[src/rtl/cache_flush_sweeper.sv]
// Per-bank tag-store sequencer: invalidates every line after reset, then flushes every line/way on request.
// Define CACHE_FLUSH_PERF_EN to build the saturating flush_cycles counter; otherwise flush_cycles is 0.
module cache_flush_sweeper #(
    parameter int NUM_LINES = 64,
    parameter int NUM_WAYS  = 1,
    parameter int WRITEBACK = 0
) (
    input  logic                  clk,
    input  logic                  reset,
    input  logic                  flush_req_valid,
    output logic                  flush_req_ready,
    output logic                  flush_done,
    input  logic                  pipe_empty,
    input  logic                  stall,
    output logic                  core_req_block,
    output logic                  init,
    output logic                  flush,
    output logic [((NUM_LINES > 1) ? $clog2(NUM_LINES) : 1)-1:0] line_sel,
    output logic [NUM_WAYS-1:0]   way_sel,
    output logic [31:0]           flush_cycles
);

    localparam int LW = (NUM_LINES > 1) ? $clog2(NUM_LINES) : 1;
    localparam logic [LW-1:0] LAST_LINE = LW'(NUM_LINES - 1);
    localparam logic [NUM_WAYS-1:0] WAY_RST =
        (WRITEBACK != 0) ? NUM_WAYS'(1) : {NUM_WAYS{1'b1}};

    typedef enum logic [2:0] {
        ST_INIT,
        ST_IDLE,
        ST_DRAIN,
        ST_FLUSH,
        ST_DONE
    } state_t;

    state_t               r_state;
    state_t               w_state_nxt;
    logic [LW-1:0]        r_line;
    logic [LW-1:0]        w_line_nxt;
    logic [NUM_WAYS-1:0]  r_way;
    logic [NUM_WAYS-1:0]  w_way_nxt;
    logic [NUM_WAYS-1:0]  w_way_rot;
    logic                 w_line_last;

    assign w_way_rot   = (r_way << 1) | (r_way >> (NUM_WAYS - 1));
    assign w_line_last = (r_line == LAST_LINE);

    always_ff @(posedge clk) begin
        if (reset) begin
            r_state <= ST_INIT;
            r_line  <= '0;
            r_way   <= WAY_RST;
        end else begin
            r_state <= w_state_nxt;
            r_line  <= w_line_nxt;
            r_way   <= w_way_nxt;
        end
    end

    always_comb begin
        w_state_nxt = r_state;
        w_line_nxt  = r_line;
        w_way_nxt   = r_way;
        case (r_state)
            ST_INIT: begin
                w_line_nxt = r_line + 1'b1;
                if (w_line_last) w_state_nxt = ST_IDLE;
            end
            ST_IDLE: begin
                if (flush_req_valid) begin
                    w_state_nxt = ST_DRAIN;
                    w_line_nxt  = '0;
                    w_way_nxt   = WAY_RST;
                end
            end
            ST_DRAIN: begin
                if (pipe_empty) w_state_nxt = ST_FLUSH;
            end
            ST_FLUSH: begin
                // A stalled op is not consumed: state, line and way all hold.
                if (!stall) begin
                    if (WRITEBACK != 0) begin
                        w_way_nxt = w_way_rot;
                        if (r_way[NUM_WAYS-1]) begin
                            w_line_nxt = r_line + 1'b1;
                            if (w_line_last) w_state_nxt = ST_DONE;
                        end
                    end else begin
                        w_line_nxt = r_line + 1'b1;
                        if (w_line_last) w_state_nxt = ST_DONE;
                    end
                end
            end
            ST_DONE: begin
                w_state_nxt = ST_IDLE;
            end
            default: begin
                w_state_nxt = ST_INIT;
            end
        endcase
    end

    assign init            = (r_state == ST_INIT);
    assign flush           = (r_state == ST_FLUSH);
    assign flush_done      = (r_state == ST_DONE);
    assign flush_req_ready = (r_state == ST_IDLE);
    assign core_req_block  = (r_state != ST_IDLE);
    assign line_sel        = r_line;
    assign way_sel         = r_way;

`ifdef CACHE_FLUSH_PERF_EN
    logic [31:0] r_flush_cycles;

    always_ff @(posedge clk) begin
        if (reset) begin
            r_flush_cycles <= '0;
        end else if (((r_state == ST_DRAIN) || (r_state == ST_FLUSH)) &&
                     (r_flush_cycles != '1)) begin
            r_flush_cycles <= r_flush_cycles + 32'd1;
        end
    end

    assign flush_cycles = r_flush_cycles;
`else
    assign flush_cycles = '0;
`endif

endmodule

[config.mk]
export PLATFORM = sky130hd
export DESIGN_NAME = cache_flush_sweeper
export DESIGN_NICKNAME = d
export VERILOG_FILES = /design/src/rtl/cache_flush_sweeper.sv
export SDC_FILE = /design/constraint.sdc
export NUM_CORES = 1
export LEC_CHECK = 0
export ABC_AREA = 1
export ABC_CLOCK_PERIOD_IN_PS = 1100
export CAP_MARGIN = 20
export CORE_MARGIN = 2
export CORE_UTILIZATION = 34
export CTS_CLUSTER_SIZE = 30
export DETAILED_ROUTE_END_ITERATION = 10
export HOLD_SLACK_MARGIN = 0.02
export PLACE_DENSITY = 0.73
export SYNTH_ARGS = -nofsm -noshare
export SYNTH_HDL_FRONTEND = slang
export SYNTH_SLANG_ARGS = --single-unit
[constraint.sdc]
create_clock -name clk -period 1.1 [get_ports clk]
set_input_delay 0.11 -clock clk [delete_from_list [all_inputs] [get_ports clk]]
set_output_delay 0.11 -clock clk [all_outputs]
set_load 0.1 [all_outputs]
==> impl_metrics.py <==
metrics = {
    "status": {
        "status": "complete, but fails checks",
        "failed_checks": "setup timing",
    },
    "critical_path": {
        "crit_chain": "inv_4, buf_6, nand2_4, nor2_4, buf_12",
        "crit_fanout": 3,
        "cp.arrival_ns": 1.17,
        "critPathMaxStageDelay_ns": 0.37,
        "path_class": "flop to output port",
        "cp-start-kind": "flop",
        "cpMaxStageDelayCell": "dfxtp_4",
        "endpoint_kind": "output port",
        "critPathRequiredTime_ns": 0.99,
    },
    "clock_network": {
        "cts_buffers": 3,
        "cts_sinks": 9,
        "tritoncts": "built",
        "cts.path.max_buffers": 2,
        "clk_pin_slew_ns": 0.07,
        "cts_root_buf": "clkbuf_4",
        "cts-hold-fix-buffers": 0,
        "cts_max_level": 1,
        "clock_latency_ns": 0.26,
    },
    "routing": {
        "drc": 0,
        "first_pass_iters": 4,
        "vias": 834,
        "routedWlPerCell_um": 11.50,
        "drt_iter0_markers": 7,
        "routed_wl_um": 2220,
        "viasPerCell": 4.321,
        "antenna_left": 0,
    },
    "logic_synthesis": {
        "syn_inst": 125,
        "seq_area_frac_synth_pct": 20.99,
        "avgSynthCellArea_sq_um": 6.867,
        "ys_ff_latch": 9,
        "synth_area_sq_um": 858.3,
        "ys_warn_count": 0,
        "ys_types": 21,
    },
    "sta": {
        "period_share_pct": 116.7,
        "skew_ns": 0.006626,
        "setup_viol": 14,
        "grt_setup_unrepaired": "true",
        "fin_crit_ns": 1.283,
        "hold_viol_final": 0,
        "fmax_ghz": 0.7792,
        "final_max_slew_viol_count": 0,
        "worst_slack_ns": -0.1834,
    },
    "global_routing": {
        "grt_pass1_wl_um": 3256,
        "gr-usage-all-layers_pct": 15.44,
        "grt_overflow": 0,
        "grt_pass1_vias": 739,
        "antenna_found_initial": 0,
        "grt_max_degree": 8,
    },
    "floorplan": {
        "ios": 49,
        "dieArea_sq_um": 2943,
        "die_h_um": 54.25,
        "start_util_pct": 35.29,
        "rows": 18,
        "die_x_um": 54.25,
        "coreArea_sq_um": 2432,
    },
    "place": {
        "postPlaceCellArea_sq_um": 1199,
        "gp_congestion": 0.8322,
        "port_buffers": 15,
        "placed_cells": 183,
        "hpwl_um": 1417,
    },
    "finish": {
        "mostFrequentLayoutCells": "conb_1 (33), nand2_1 (18), buf_4 (14)",
        "stdcell_area_sq_um": 1411,
        "drive_above_1_share_pct": 49.08,
        "syn_to_final_growth_pct": 64.43,
        "nets": 170,
        "stdcell_count": 193,
        "diodes": 0,
        "layout_commonest_cell": "conb_1",
    },
    "pwr": {
        "power_density_nw_per_um2": 3034,
        "peakVddDrop_uv": 3178,
        "leakage_uw": 0.0006562,
    },
    "job": {
        "drv_cap": 0,
    },
    "hold_path": {
        "hold_path.class": "flop to flop",
    },
}
kinds of logic after synthesis:
logic type                 share of synthesized area, %
DFF                                               20.99
adders and majority gates                         1.457
and+or+nand+nor                                   35.28
other                                            0.8750
buffers and inverters                             35.42
xor gates and xnor gates                          3.062
AOI/OAI and AO/OA                                 2.915
where the power goes:
group	leakage, uW	switching [uW]	internal, uW	total (uW)
Sequential	0.0000791	136	448	584
Combinational	0.000562	2290	1150	3440
Clock	0.0000150	118	140	257
synthesized netlist by cell type:
cell type  number  area (sq um)
nand3_1         4         20.02
buf_4          33         247.7
nand4_1         3         18.77
inv_1          10         37.54
inv_2           4         15.01
nor3_1          2         10.01
nand2_2         1         6.260
nor2_1         14         52.55
nand3_2         2         20.02
nor2_4          2         22.52
xor2_1          3         26.28
nor2_8          1         20.02
conb_1          2         7.510
nand2_4         1         11.26
nor3_2          1         10.01
buf_1           1         3.750
nand2_1        25         93.84
nand3_4         1         17.52
dfxtp_1         9         180.2
a21oi_1         5         25.02
ha_1            1         12.51
area by class of cell:
cell class / instances / area, sq um
Multi-Input combinational cell: 99 / 615.6
Clock buffer: 4 / 26.28
Timing Repair Buffer: 37 / 455.4
Tap cell: 30 / 37.54
Inverter: 14 / 70.07
Sequential cell: 9 / 206.4
Fill cell: 210 / 1021
worst paths after layout:
path | from | end | slack [ns] | cells after the start
hold reg to reg | line_sel[4] | line_sel[4] | 0.52 | 2
hold / removal | line_sel[4] | line_sel[4] | 0.52 | 2
setup / recovery | r_state[1] | init | -0.18 | 5
setup reg to reg | r_state[1] | r_state[1] | -0.15 | 9
timing repair:
item | in CTS | in global routing
setup endpoints to repair | 15 | 14
gates cloned | 0 | 0
resized for setup | 22 | 15
pin swaps | 8 | 8
buffers inserted | 6 | 1
through the flow:
step	TNS [ns]	power [uW]	setup slack [ns]	util, %	hold WS (ns)
global route	-2.200	4447	-0.2083	58.02	0.5291
global placement	-0.8964	3432	-0.1169	49.28	0.5098
detailed placement	-1.127	3477	-0.1636	49.28	0.5142
finish	-1.643	4282	-0.1834	58.02	0.5241
floorplan	-4.526	2664	-0.6365	-	0.2643
CTS	-1.342	4061	-0.1839	55.66	0.5227
routing by layer:
metal / GRT usage (%) / part of all wire [%] / vias up
met5: 0 / 0 / -
met4: 3.750 / 2.8 / 0
met3: 2.732 / 6.9 / 10
met2: 30.52 / 56 / 51
met1: 16.58 / 34 / 378
li1: - / - / 395
state kept, by name, summed over array words and instances, names as in the netlist:
| signal | cells |
|---|---|
| line_sel | 6 |
| r_state | 3 |
worst max-delay path: cells and delay by family, from the launching register on:
| family | cells | cell delay [ns] |
|---|---|---|
| simple gates | 2 | 0.18 |
| flops | 1 | 0.37 |
| buf+inv | 3 | 0.35 |
Note: power is estimated with default switching activity, not from simulation.
